### src/rtl/alu_pkg.sv
// Shared opcode constants and FSM state encoding for the parametrised ALU.
package alu_pkg;

    localparam logic [1:0] OP_ADD = 2'b00;
    localparam logic [1:0] OP_SUB = 2'b01;
    localparam logic [1:0] OP_MUL = 2'b10;
    localparam logic [1:0] OP_DIV = 2'b11;

    typedef enum logic [1:0] {
        IDLE   = 2'b00,
        LOAD_Y = 2'b01,
        EXEC   = 2'b10,
        DONE   = 2'b11
    } state_t;

endpackage

### src/rtl/alu_addsub.sv
// N-bit adder/subtractor; sub inverts b and supplies the carry-in.
module alu_addsub #(
    parameter int unsigned N = 9
) (
    input  logic [N-1:0] a,
    input  logic [N-1:0] b,
    input  logic         sub,
    output logic [N-1:0] sum
);

    // Two's-complement add of a and (optionally inverted) b plus carry-in.
    always_comb begin
        sum = a + (b ^ {N{sub}}) + N'(sub);
    end

endmodule

### src/rtl/param_alu.sv
// Multi-cycle ALU: add/sub, Booth radix-2 signed multiply, non-restoring
// unsigned divide, all sharing a single (W+1)-bit adder/subtractor.
module param_alu
    import alu_pkg::*;
#(
    parameter int unsigned W = 8
) (
    input  logic           clk,
    input  logic           rst,
    input  logic           start,
    input  logic [1:0]     sel,
    input  logic [2*W-1:0] inbus,
    output logic [2*W-1:0] outbus,
    output logic           finish,
    output logic           busy,
    output logic           ovf,
    output logic           err
);

    localparam int unsigned CW = $clog2(W);

    state_t        state;
    logic [1:0]    sel_r;
    logic [W:0]    a;
    logic [W-1:0]  q;
    logic [W-1:0]  m;
    logic          q_m1;
    logic [CW-1:0] cnt;
    logic          bad_ovf;
    logic          bad_err;

    logic [W:0]    add_a;
    logic [W:0]    add_b;
    logic          add_sub;
    logic [W:0]    sum;
    logic [W:0]    acc;
    logic [W:0]    rem_fix;
    logic          last;

    alu_addsub #(.N(W + 1)) u_addsub (
        .a   (add_a),
        .b   (add_b),
        .sub (add_sub),
        .sum (sum)
    );

    // Steer the shared adder: divide range check in LOAD_Y, op step in EXEC.
    always_comb begin
        add_a   = '0;
        add_b   = '0;
        add_sub = 1'b0;
        case (state)
            LOAD_Y: begin
                add_a   = a;
                add_b   = {1'b0, inbus[W-1:0]};
                add_sub = 1'b1;
            end
            EXEC: begin
                case (sel_r)
                    OP_MUL: begin
                        add_a   = a;
                        add_b   = {m[W-1], m};
                        add_sub = q[0] & ~q_m1;
                    end
                    OP_DIV: begin
                        add_a   = {a[W-1:0], q[W-1]};
                        add_b   = {1'b0, m};
                        add_sub = ~a[W];
                    end
                    default: begin
                        add_a   = {q[W-1], q};
                        add_b   = {m[W-1], m};
                        add_sub = (sel_r == OP_SUB);
                    end
                endcase
            end
            default: ;
        endcase
    end

    // Booth accumulator select, final remainder fix-up and last-step detect.
    always_comb begin
        acc     = (q[0] ^ q_m1) ? sum : a;
        rem_fix = sum[W] ? (sum + {1'b0, m}) : sum;
        last    = (sel_r == OP_ADD) || (sel_r == OP_SUB) || bad_ovf || bad_err
                  || (cnt == CW'(W - 1));
    end

    // Control FSM with datapath registers and registered outputs.
    // A failing divide takes one EXEC cycle so finish lands after edge 2.
    always_ff @(posedge clk or posedge rst) begin
        if (rst) begin
            state   <= IDLE;
            sel_r   <= OP_ADD;
            a       <= '0;
            q       <= '0;
            m       <= '0;
            q_m1    <= 1'b0;
            cnt     <= '0;
            bad_ovf <= 1'b0;
            bad_err <= 1'b0;
            outbus  <= '0;
            finish  <= 1'b0;
            busy    <= 1'b0;
            ovf     <= 1'b0;
            err     <= 1'b0;
        end else begin
            case (state)
                IDLE: begin
                    if (start) begin
                        sel_r <= sel;
                        a     <= (sel == OP_DIV) ? {1'b0, inbus[2*W-1:W]} : '0;
                        q     <= inbus[W-1:0];
                        q_m1  <= 1'b0;
                        busy  <= 1'b1;
                        state <= LOAD_Y;
                    end
                end
                LOAD_Y: begin
                    m       <= inbus[W-1:0];
                    cnt     <= '0;
                    bad_err <= (sel_r == OP_DIV) && (inbus[W-1:0] == '0);
                    bad_ovf <= (sel_r == OP_DIV) && (inbus[W-1:0] != '0) && !sum[W];
                    state   <= EXEC;
                end
                EXEC: begin
                    if (sel_r == OP_MUL) begin
                        a    <= {acc[W], acc[W:1]};
                        q    <= {acc[0], q[W-1:1]};
                        q_m1 <= q[0];
                    end else if (sel_r == OP_DIV) begin
                        a <= sum;
                        q <= {q[W-2:0], ~sum[W]};
                    end
                    if (last) begin
                        state  <= DONE;
                        finish <= 1'b1;
                        if (bad_ovf || bad_err) begin
                            outbus <= '1;
                            ovf    <= bad_ovf;
                            err    <= bad_err;
                        end else begin
                            case (sel_r)
                                OP_MUL: begin
                                    outbus <= {acc, q[W-1:1]};
                                    ovf    <= 1'b0;
                                end
                                OP_DIV: begin
                                    outbus <= {rem_fix[W-1:0], q[W-2:0], ~sum[W]};
                                    ovf    <= 1'b0;
                                end
                                default: begin
                                    outbus <= {{W{1'b0}}, sum[W-1:0]};
                                    ovf    <= sum[W] ^ sum[W-1];
                                end
                            endcase
                            err <= 1'b0;
                        end
                    end else begin
                        cnt <= cnt + CW'(1);
                    end
                end
                DONE: begin
                    finish <= 1'b0;
                    busy   <= 1'b0;
                    state  <= IDLE;
                end
                default: state <= IDLE;
            endcase
        end
    end

endmodule

### config.mk
export PLATFORM = sky130hd
export DESIGN_NAME = param_alu
export DESIGN_NICKNAME = d
export VERILOG_FILES = /design/src/rtl/alu_pkg.sv /design/src/rtl/alu_addsub.sv /design/src/rtl/param_alu.sv
export SDC_FILE = /design/constraint.sdc
export NUM_CORES = 1
export LEC_CHECK = 0
export BUFFER_PORTS_ARGS = -buffer_cell sky130_fd_sc_hd__buf_2
export CAP_MARGIN = 15
export CORE_UTILIZATION = 60
export CTS_CLUSTER_DIAMETER = 40
export DETAILED_ROUTE_END_ITERATION = 12
export PLACE_DENSITY = 0.87
export SYNTH_ARGS = -nofsm -noshare
export SYNTH_HDL_FRONTEND = slang
export SYNTH_SLANG_ARGS = --single-unit
### constraint.sdc
create_clock -name clk -period 9.9 [get_ports clk]
set_input_delay 2.97 -clock clk [delete_from_list [all_inputs] [get_ports clk]]
set_output_delay 2.97 -clock clk [all_outputs]
set_load 0.03 [all_outputs]
# Yosys cells after proc, flatten, opt, wreduce, memory -nomap -nowiden
# Cells that the tools add are included.
# op_classes
mux	34
n_eq_ne	13
addsub	4
bitwise	7
n_reduce_logical	26
# op_table
cell	n
case mux 9 bit (2 select lines)	4
two-way mux 9 bit	5
two-way mux 8 bit	5
case mux 16 bit (2 select lines)	1
two-way mux 16 bit	1
case mux 8 bit (2 select lines)	1
AND reduction 2 bit	6
equality test 2 bit, second input constant	5
case mux 1 bit (2 select lines)	5
adder 9 x 1 -> 9 bit	1
adder 9 bit	1
bitwise XOR 9 bit	1
adder 8 bit	1
logical NOT 8 bit	1
!= test 2 bit, second input constant	4
case mux 2 bit (4 select lines)	1
nonzero test 2 bit	4
nonzero test 8 bit	1
two-way mux 1 bit	7
case mux 3 bit (2 select lines)	1
AND reduction 3 bit	2
logical OR 1 bit	5
equality test 2 x 1 -> 1 bit, second input constant	2
logical NOT 2 bit	2
11 further kinds	17
# word_totals
inputBits	21
wordCells	98
out_inout_bits	20
register_bits	55

# Longest topological paths before layout
# Gate-level depths: netlist (run 1).
# depth
ltp_word	11
depth_mapped	23
mapped_depth_nobuf	22

# Cells and area by module
# From an unflattened synthesis (run 1), not the netlist that was laid out.
# unflattened
hier_cells	510
hier_area_um2	4315.4
# by_module_without_submodules
mod	instances	cells_each	area_each_um2
param_alu	1	447	3826.2
alu_addsub	1	63	489.2

# Least setup slack after synthesis (run 1)
# No wires, ideal clock.
# synth_timing
path_kind	input port to flip-flop
startpoint	in inbus[1]
endpoint	reg outbus[15]
stages	17
required_ps	9775
path_slack_ps	4053
arrival_ps	5722
path_cell_list	nand2_1 nand3_1 o21ai_0 and2_1 ha_1 nand3_1 o31ai_2 nor2_1 xnor2_1 ha_1 o21ai_0 a21oi_1 o41ai_1 xnor2_1 o21a_1 o21ai_1 a21oi_1
# synth_between
elab_chain_cells	8
elab_cells_between_ends	9
# synth_rtl
item	line_no	source
from (decl)	param_alu.sv:12	input logic [2*W-1:0] inbus,
case mux 9 bit (2 select lines) *	param_alu.sv:52	case (state)
bitwise XOR 9 bit *	alu_addsub.sv:13	sum = a + (b ^ {N{sub}}) + N'(sub);
adder 9 bit *	alu_addsub.sv:13	
adder 9 x 1 -> 9 bit *	alu_addsub.sv:13	
adder 8 bit	param_alu.sv:84	rem_fix = sum[W] ? (sum + {1'b0, m}) : sum;
two-way mux 8 bit	param_alu.sv:84	
case mux 16 bit (2 select lines) *	param_alu.sv:143	case (sel_r)
two-way mux 16 bit *	param_alu.sv:138	if (bad_ovf || bad_err) begin
to (signal assigned)	param_alu.sv:145	outbus <= {acc, q[W-1:1]};
to (signal assigned)	param_alu.sv:149	outbus <= {rem_fix[W-1:0], q[W-2:0], ~sum[W]};
to (signal assigned)	param_alu.sv:153	outbus <= {{W{1'b0}}, sum[W-1:0]};
to (decl)	param_alu.sv:13	output logic [2*W-1:0] outbus,
# Mark *: on every way between the ends. The rest lies on a longest branch, timed or not.
# A chain may end at the register's enable or synchronous reset.

# Final worst setup path (run 1)
# layout_timing
startpoint	in inbus[2]
endpoint	reg outbus[15]
# Same word-level chain as after synthesis.

==> metrics.md, run 1 <==
| Metric | Value |
|---|---|
| Vias | between 4,000 and 5,000 |
| TritonCTS clock tree | built |
| Final worst path period share | 64.1% |
| 1st-iter DRT viols | about 700 |
| M3 GR Usage | 4.91% |
| Synth cell types | between 60 and 70 |
| Overflow after GRT | 0 |
| Worst hold path class | reg -> reg |
| Drc violations | 0 |
| RSZ-0062 raised after global routing | false |
| Setup TNS | 0 ps |
| Layout cell share with drive strength beyond 1 | 15.3% |
| Hold_buf cts | 0 |
| Maximum operating frequency | 0.158 GHz |
| Crit-path leading delay family | compound AO/OA/AOI/OAI gates |
| CP max-delay cell | xnor2_1 |
| Slew headroom | a little under two fifths |
| Buffers & Inverters on Critical Path | 1 |
| CTS Buffer Depth | 2 |
| Met2 Use GR | between 50% and 60% |
| Setup WS post-layout | roughly 3600 ps |
| Num CTS Buffers | 5 |
| Clock Sinks | 55 |
| Max FO, Critical Path | 6 |
| Asr flop ratio synth | 100% |
| DP Worst Slack | 3300 ps |
| Syn nets | around 550 |
| Post-CTS Setup Bufs | 0 |
| Vias in the first global route | between 3,000 and 4,000 |
| Crit-path cells | buf_2, a22oi_1, a22oi_1, nor2b_1, ha_1, nand3_1, o31ai_2, nor2_1, xnor2_1, ha_1, o21ai_0, a21oi_1, o41ai_1, xnor2_1, o21a_1, o21ai_1, a21oi_1 |
| Setup CP Type | in -> reg |
| Worst Tran Pin Value | 932 ps |
| H-tree depth | 2 |
| Rows | 30 |
| Initial antenna violation count | 0 |
| Core area | around 0.0068 sq mm |
| Cells after Synth | between 500 and 600 |
| Most frequent cells in the layout | dfrtp_1 (55), nand2_1 (51), o21ai_0 (47), nor2_1 (45), buf_2 (40) |
| Primary FF master, synth | dfrtp_1 |
| Nets | between 500 and 600 |
| Drt wl/cell | about 20 um |
| Worst hold margin | between 500 and 600 ps |
| Clock transition at path regs | 110 ps |
| CP peak stage delay | about 430 ps |
| Post-DP HPWL | between 8000 and 9000 um |
| Number of enable flip-flop cells after synthesis | 0 |
| GRT Overall Usage | 35.1% |
| Crit path DAT | around 6600 ps |
| Ports | 41 |
| CP Capture Type | register |
| Most common cell after layout, fill and taps aside | dfrtp_1 |
| Gr busiest metal | met2 |
| Vias per inst | approximately 6.8 |
| Inserted Diodes | 0 |
| DRT Pass-1 Iters | 6 |
| CP startpoint kind | input port |
| Fin util | ~67% |
| Root buffer cell | clkbuf_8 |
| First-pass GRT wire length | slightly below 20,000 um |
| Worst-Skew Late Latency | 320 ps |
| Initial cell density of the core | about 62% |
| Die extent in x | 85.6 um |
| Setup Viol. Count Final | 0 |
| Pins Over Slew Limit | 0 |
| Post-Route WL | about 12,000 um |
| Final hold violation count | 0 |
| Largest net degree at the start of global routing | 56 |
| Avg Synthesized Cell Area | roughly 8.3 sq um |
| Die footprint | around 0.0073 sq mm |
| Remaining antenna violation count after routing | 0 |
| Mapped Area | between 0.004 and 0.005 sq mm |
| Maximum Capacitance Violations | 0 |
| Seq/Total Area, Yosys | roughly a third |
| Total of cells resized after clock tree synthesis | 0 |
| Port bufs | 40 |
| Clk_skew | 6.71 ps |
| Crit path time final | between 6000 and 7000 ps |
| Syn. warnings | 0 |
| RD Place Congestion | around 1.0 |
| Flops & latches, synth | 55 |
| Die H | 85.6 um |
| Required time worst endpoint | roughly 10,000 ps |
| Synth-to-Final Area Change | 7.93% |
| Met1 usage | about half |
| Status | completed |
[final timing paths]
| kind | start | endpoint | slack [ps] | cells past startpoint |
|---|---|---|---|---|
| worst max-delay path | inbus[2] | outbus[15]$_DFFE_PP0P_ | 3560 | 17 |
| worst min-delay path | outbus[11]$_DFFE_PP0P_ | outbus[11]$_DFFE_PP0P_ | 510 | 1 |
| worst max register to register | state[0]$_DFFE_PP0P_ | outbus[15]$_DFFE_PP0P_ | 4290 | 21 |
| worst min register to register | outbus[11]$_DFFE_PP0P_ | outbus[11]$_DFFE_PP0P_ | 510 | 1 |
| max in group asynchronous | rst | a[4]$_DFFE_PP0P_ | 6600 | 3 |
| min in group asynchronous | rst | ovf$_DFFE_PP0P_ | 2840 | 3 |
[layer usage]
metal | routed length (um) | share of wire (%)
met5 | 0 | 0
met1 | 5200 | 42
met3 | 1130 | 9.1
met4 | 426 | 3.4
met2 | 5700 | 46
[kinds of logic (layout without fill, tap and decap cells)]
kind of cell             count (synthesis)  in the layout  synth area share [%]
flip-flops                              55             55                  32.8
AO/OA/AOI/OAI                          169            169                  26.6
multiplexers                            26             26                  6.65
adder cells (fa/ha/maj)                 24             24                  7.51
AND/OR/NAND/NOR                        163            163                  18.3
XOR/XNOR                                11             11                  2.65
buffers and inverters                   56             81                  5.49
[stage by stage]
| stage | instances | area (sq um) |
|---|---|---|
| floorplan | 504 | 4200 |
| global placement | 601 | 4430 |
| detailed placement | 601 | 4430 |
| CTS | 609 | 4530 |
| global route | 609 | 4530 |
| finish | 609 | 4530 |
[synthesized netlist by cell type, types with 8 or more instances]
library cell | number | share of area [%]
ha_1 | 22 | 6.6
o21ai_0 | 47 | 5.6
inv_1 | 23 | 2.1
nand2_1 | 51 | 4.6
clkbuf_1 | 22 | 2.0
nor2_1 | 45 | 4.0
a22oi_1 | 15 | 2.7
o211ai_1 | 13 | 2.3
nor2b_1 | 12 | 1.8
mux2_2 | 11 | 3.0
mux2i_1 | 14 | 3.3
a31oi_1 | 8 | 1.2
nand3_1 | 21 | 2.5
a21oi_1 | 34 | 4.1
dfrtp_1 | 55 | 33
[state kept, by name (all words and copies together) (netlist names)]
name / flops
outbus: 16
a: 9
m: 8
q: 8
cnt: 3
sel_r: 2
state: 2
bad_err: 1
bad_ovf: 1
busy: 1
err: 1
finish: 1
ovf: 1
q_m1: 1
[worst reg2reg max path, stage by stage (launching register included)]
cell and delay [ps]:
dfrtp_1 430, inv_1 120, ha_1 150, buf_4 450, and4b_1 330, a211o_1 390, nor2_1 200, a22oi_1 250
nor2b_1 70, ha_1 340, nand3_1 110, o31ai_2 380, nor2_1 110, xnor2_1 430, ha_1 370, o21ai_0 300
a21oi_1 110, o41ai_1 380, xnor2_1 160, o21a_1 200, o21ai_1 140, a21oi_1 80
[area by class of cell]
| cell class | count | area (sq um) |
|---|---|---|
| flip-flops and latches | 55 | 1380 |
| fillers | 546 | 2230 |
| inverters | 23 | 86.3 |
| clock inverters | 2 | 18.8 |
| well taps | 80 | 100 |
| multi-input cells | 393 | 2590 |
| clock buffers | 6 | 82.6 |
| repair buffers | 50 | 275 |
Power of run 1 is not shown: default switching activity piles up to over one toggle a cycle in this logic, so the estimate is an artifact.
==> run 2, diff against run 1 <==
==> constraint.sdc (replaced) <==
create_clock -name clk -period 6.7 [get_ports clk]
set_input_delay 2.01 -clock clk [delete_from_list [all_inputs] [get_ports clk]]
set_output_delay 2.01 -clock clk [all_outputs]
set_load 0.03 [all_outputs]
==> run 2 against run 1 <==
Flip-flop and latch count did not move; largest cell class unchanged; critical path type unchanged; sequential share of layout area decreased by 0.16 points; first-iteration DRC count down 20%; final cell count rose by 0.49%; worst setup slack got worse by 2300 ps.
==> metrics.md, run 2 (synthesized netlist as in run 1, its figures left out) <==
| Metric | Value |
|---|---|
| Initial antenna violation count | 0 (unchanged) |
| Crit-path cells | buf_2, nand2_1, nand3_1, o21ai_0, and2_1, ha_1, nand3_1, o31ai_2, nor2_1, xnor2_1, ha_1, o21ai_0, a21oi_1, o41ai_1, xnor2_1, o21a_1, o21ai_1, a21oi_1 (was buf_2, a22oi_1, a22oi_1, nor2b_1, ha_1, nand3_1, o31ai_2, nor2_1, xnor2_1, ha_1, o21ai_0, a21oi_1, o41ai_1, xnor2_1, o21a_1, o21ai_1, a21oi_1) |
| Total of cells resized after clock tree synthesis | 0 (unchanged) |
| Inserted Diodes | 0 (unchanged) |
| RSZ-0062 raised after global routing | false (unchanged) |
| Vias per inst | 6.69 (was 6.78) |
| Vias in the first global route | 3,852 (was 3,848) |
| Max FO, Critical Path | 6 (unchanged) |
| CP max-delay cell | xnor2_1 (unchanged) |
| DP Worst Slack | 1050 ps (was 3300 ps) |
| Slew headroom | 35.1% (was 37.8%) |
| Status | completed (unchanged) |
| Layout cell share with drive strength beyond 1 | 15.8% (was 15.3%) |
| Layout fillers | 546 (unchanged) |
| Die extent in x | 85.6 um (unchanged) |
| Maximum operating frequency | between 0.15 and 0.2 GHz |
| Clock Sinks | 55 (unchanged) |
| Post-CTS Setup Bufs | 0 (unchanged) |
| Clock transition at path regs | 110 ps (about the same) |
| Final hold violation count | 0 (unchanged) |
| Remaining antenna violation count after routing | 0 (unchanged) |
| Post-DP HPWL | 8810 um (was 8740 um) |
| Drt wl/cell | 20.3 um (was 20.4 um) |
| Num CTS Buffers | 5 (unchanged) |
| 1st-iter DRT viols | 561 (was 699) |
| CP Capture Type | register (unchanged) |
| GRT Overall Usage | 36.0% (was 35.1%) |
| Required time worst endpoint | 6920 ps (was 10,110 ps) |
| Overflow after GRT | 0 (unchanged) |
| Worst Tran Pin Value | 973 ps (was 932 ps) |
| Die H | 85.6 um (unchanged) |
| Pins Over Slew Limit | 0 (unchanged) |
| Ports | 41 (unchanged) |
| Max reg flops | 16 (unchanged) |
| Most frequent cells in the layout | dfrtp_1 (55), nand2_1 (51), o21ai_0 (47), nor2_1 (45), buf_2 (40) (unchanged) |
| TritonCTS clock tree | built (unchanged) |
| Root buffer cell | clkbuf_8 (unchanged) |
| DRT Pass-1 Iters | 6 (unchanged) |
| Final worst path period share | about four fifths |
| Top reg by flops | outbus (unchanged) |
| Die footprint | 0.00733 sq mm (unchanged) |
| Core area | 0.00676 sq mm (unchanged) |
| Clk_skew | 10.2 ps (was 6.71 ps) |
| Setup CP Type | in -> reg (unchanged) |
| Maximum Capacitance Violations | 0 (unchanged) |
| Hold_buf cts | 0 (unchanged) |
| Vias | 4,096 (was 4,132) |
| Crit path time final | 5450 ps |
| Worst hold path class | reg -> reg (unchanged) |
| Nets | 576 (was 573) |
| Largest net degree at the start of global routing | 56 (unchanged) |
| CP startpoint kind | input port (unchanged) |
| CP peak stage delay | 510 ps (was 430 ps) |
| Rows | 30 (unchanged) |
| H-tree depth | 2 (unchanged) |
| Fin util | 67.4% (was 67.0%) |
| Initial cell density of the core | 62.1% (unchanged) |
| Top Registers | outbus: 16 flops, a: 9 flops (unchanged) |
| Setup Viol. Count Final | 0 (unchanged) |
| RD Place Congestion | 0.949 (was 1.04) |
| Drc violations | 0 (unchanged) |
| Synth-to-Final Area Change | 8.50% (was 7.93%) |
| Crit path DAT | 5660 ps (was 6550 ps) |
| First-pass GRT wire length | 20,100 um (was 19,700 um) |
| Worst-Skew Late Latency | 330 ps (was 320 ps) |
| Setup TNS | 0 ps (unchanged) |
| Port bufs | 40 (unchanged) |
| CTS Buffer Depth | 2 (unchanged) |
| Most common cell after layout, fill and taps aside | dfrtp_1 (unchanged) |
| Post-Route WL | 12,400 um (was 12,500 um) |
| Setup WS post-layout | 1250 ps (was 3560 ps) |
## run 2: changes by cell type in the layout (fill, tap and decap cells not counted)
cell / before / now
buf_4: 10 / 13
clkbuf_8: 6 / 5
clkinv_8: 0 / 1
clkinvlp_4: 1 / 0
inv_8: 1 / 0
inv_6: 0 / 2
## run 2: through the flow
stage | std cells | area, sq um | hold slack [ps]
after floorplan | 504 | 4200 | 463
after global placement | 604 | 4450 | 477
after detailed placement | 604 | 4450 | 483
after CTS | 612 | 4550 | 516
after global routing | 612 | 4550 | 536
final | 612 | 4550 | 517
## run 2: worst paths after layout
kind / start / to / slack [ps] / cells after the start
setup reg to reg: state[0]$_DFFE_PP0P_ / outbus[15]$_DFFE_PP0P_ / 1290 / 20
min in group asynchronous: rst / outbus[7]$_DFFE_PP0P_ / 1860 / 3
hold / removal: cnt[0]$_DFFE_PP0P_ / cnt[0]$_DFFE_PP0P_ / 520 / 1
max in group asynchronous: rst / a[1]$_DFFE_PP0P_ / 4360 / 3
setup / recovery: inbus[1] / outbus[15]$_DFFE_PP0P_ / 1250 / 18
hold reg to reg: cnt[0]$_DFFE_PP0P_ / cnt[0]$_DFFE_PP0P_ / 520 / 1
## run 2: area by class of cell
cell class / count / area [sq um] / area share [%]
Multi-Input combinational cell: 393 / 2590 / 56.9
Sequential cell: 55 / 1380 / 30.2
Timing Repair Buffer: 53 / 298 / 6.54
Tap cell: 80 / 100 / 2.20
Inverter: 23 / 86.3 / 1.90
Clock buffer: 5 / 68.8 / 1.51
Clock inverter: 3 / 33.8 / 0.742
## run 2: critical path, delay by kind of cell
family,cells,cell delay [ps]
compound gates,8,1660
simple gates,5,520
buf+inv,1,120
fa+ha+maj,2,660
xor+xnor,2,690
## run 2: routing by layer
layer  global-route usage [%]  up-vias  share of wire, %
met5                        0        -                 0
met4                     16.7        0               4.0
met3                     6.54       54                10
met2                     55.3      256                45
met1                     49.7     1903                41
li1                         -     1883                 -
Power of run 2 is left out for the same reason.
==> run 3, diff against run 2 <==
==> constraint.sdc (replaced) <==
create_clock -name clk -period 5.05 [get_ports clk]
set_input_delay 1.515 -clock clk [delete_from_list [all_inputs] [get_ports clk]]
set_output_delay 1.515 -clock clk [all_outputs]
set_load 0.03 [all_outputs]
==> run 3 against run 2 <==
Wire length is 1.3% lower; first-iteration DRC count fell by 15%; critical path type is now reg -> reg; clock skew shrank 1.3 ps; non-clock buffer count up 8.
==> metrics.md, run 3 (synthesized netlist as in run 1, its figures left out) <==
| Metric | Value |
|---|---|
| CP startpoint kind | register (was input port) |
| Nets | 584 (was 576) |
| Die H | 85.6 um (unchanged) |
| Num CTS Buffers | 5 (unchanged) |
| Die footprint | 0.00733 sq mm (unchanged) |
| Setup CP Type | reg -> reg (was in -> reg) |
| Worst hold path class | reg -> reg (unchanged) |
| H-tree depth | 2 (unchanged) |
| Root buffer cell | clkbuf_8 (unchanged) |
| Initial cell density of the core | 62.1% (unchanged) |
| Setup TNS | 0 ps (unchanged) |
| Post-CTS Setup Bufs | 0 (unchanged) |
| Maximum Capacitance Violations | 0 (unchanged) |
| Most common cell after layout, fill and taps aside | dfrtp_1 (unchanged) |
| DRT Pass-1 Iters | 6 (unchanged) |
| RD Place Congestion | 0.983 (was 0.949) |
| Clock transition at path regs | 110 ps (about the same) |
| Status | completed (unchanged) |
| Layout fillers | 531 (was 546) |
| Pins Over Slew Limit | 0 (unchanged) |
| Worst-Skew Late Latency | 320 ps (was 330 ps) |
| Synth-to-Final Area Change | 10.2% (was 8.50%) |
| GRT Overall Usage | 34.7% (was 36.0%) |
| RSZ-0062 raised after global routing | false (unchanged) |
| Overflow after GRT | 0 (unchanged) |
| Initial antenna violation count | 0 (unchanged) |
| Inserted Diodes | 0 (unchanged) |
| 1st-iter DRT viols | 475 (was 561) |
| Setup WS post-layout | 373 ps (was 1250 ps) |
| Most frequent cells in the layout | dfrtp_1 (55), nand2_1 (51), o21ai_0 (47), nor2_1 (45), buf_2 (40) (unchanged) |
| Vias | 4,197 (was 4,096) |
| Clk_skew | 8.93 ps (was 10.2 ps) |
| Ports | 41 (unchanged) |
| Maximum operating frequency | roughly 0.21 GHz |
| Remaining antenna violation count after routing | 0 (unchanged) |
| Die extent in x | 85.6 um (unchanged) |
| DP Worst Slack | 328 ps (was 1050 ps) |
| Max reg flops | 16 (unchanged) |
| Vias per inst | 6.77 (was 6.69) |
| First-pass GRT wire length | 19,700 um (was 20,100 um) |
| Post-Route WL | 12,300 um (was 12,400 um) |
| Post-DP HPWL | 8870 um (was 8810 um) |
| Largest net degree at the start of global routing | 47 (was 56) |
| Top Registers | outbus: 16 flops, a: 9 flops (unchanged) |
| Clock Sinks | 55 (unchanged) |
| TritonCTS clock tree | built (unchanged) |
| Max FO, Critical Path | 12 (was 6) |
| Crit path DAT | 4870 ps (was 5660 ps) |
| CP Capture Type | register (unchanged) |
| Crit path time final | between 4000 and 5000 ps |
| Layout cell share with drive strength beyond 1 | 17.0% (was 15.8%) |
| Worst Tran Pin Value | 871 ps (was 973 ps) |
| Drt wl/cell | 19.8 um (was 20.3 um) |
| CTS Buffer Depth | 2 (unchanged) |
| Final hold violation count | 0 (unchanged) |
| Port bufs | 40 (unchanged) |
| Slew headroom | 41.4% (was 35.1%) |
| Vias in the first global route | 3,958 (was 3,852) |
| Rows | 30 (unchanged) |
| Final worst path period share | 92.6% |
| Top reg by flops | outbus (unchanged) |
| Required time worst endpoint | 5250 ps (was 6920 ps) |
| Core area | 0.00676 sq mm (unchanged) |
| Setup Viol. Count Final | 0 (unchanged) |
| Drc violations | 0 (unchanged) |
run 3: cell types whose count changed in the layout (fill, tap and decap cells not counted):
| cell | delta |
|---|---|
| inv_6 | -1 |
| bufinv_16 | +1 |
| buf_4 | +8 |
| a211o_2 | +1 |
| a211o_1 | -1 |
| clkinv_8 | -1 |
| clkbuf_1 | +1 |
run 3: area by class of cell:
cell class                      count  area [sq um]  area share, %
Clock buffer                        6          72.6           1.57
Clock inverter                      2          38.8          0.839
Inverter                           23          86.3           1.87
Multi-Input combinational cell    393          2590           56.0
Sequential cell                    55          1380           29.8
Tap cell                           80           100           2.17
Timing Repair Buffer               61           358           7.74
run 3: final timing paths:
| kind | startpoint | endpoint | slack [ps] | cells after the start |
|---|---|---|---|---|
| setup reg to reg | state[0]$_DFFE_PP0P_ | outbus[15]$_DFFE_PP0P_ | 370 | 20 |
| max in group asynchronous | rst | a[8]$_DFFE_PP0P_ | 3010 | 3 |
| hold reg to reg | outbus[11]$_DFFE_PP0P_ | outbus[11]$_DFFE_PP0P_ | 510 | 1 |
| min in group asynchronous | rst | ovf$_DFFE_PP0P_ | 1240 | 2 |
| hold / removal | outbus[11]$_DFFE_PP0P_ | outbus[11]$_DFFE_PP0P_ | 510 | 1 |
| setup / recovery | state[0]$_DFFE_PP0P_ | outbus[15]$_DFFE_PP0P_ | 370 | 20 |
run 3: repair_timing:
action | in CTS | in global routing
hold buffers | 0 | 0
resized for setup | 0 | 1
setup endpoints to repair | 0 | 1
run 3: through the flow:
stage	util, %	cells	area (sq um)	hold slack [ps]
2_1_floorplan	-	504	4200	463
3_3_place_gp	66.8	612	4510	471
3_5_place_dp	66.8	612	4510	475
4_1_cts	68.4	620	4620	509
5_1_grt	68.4	620	4620	537
6_report	68.4	620	4620	508
run 3: routing by layer:
layer	global-route usage (%)	part of all wire, %	vias to the layer above
met2	54.3	45	269
met3	8.08	10	70
met5	0	0	-
met1	44.3	40	1962
li1	-	-	1896
met4	19.8	5.7	0
run 3: worst max-delay path, stage by stage, from the launching register on:
cell	delay, ps
dfrtp_1	420
inv_1	100
ha_1	280
and4b_1	250
a211o_2	420
nor2_1	280
a22oi_1	150
nor2b_1	130
ha_1	200
nand3_1	110
o31ai_2	350
nor2_1	100
xnor2_1	260
ha_1	330
o21ai_0	260
a21oi_1	100
o41ai_1	310
xnor2_1	140
o21a_1	180
o21ai_1	110
a21oi_1	80
Power of run 3 is left out for the same reason.
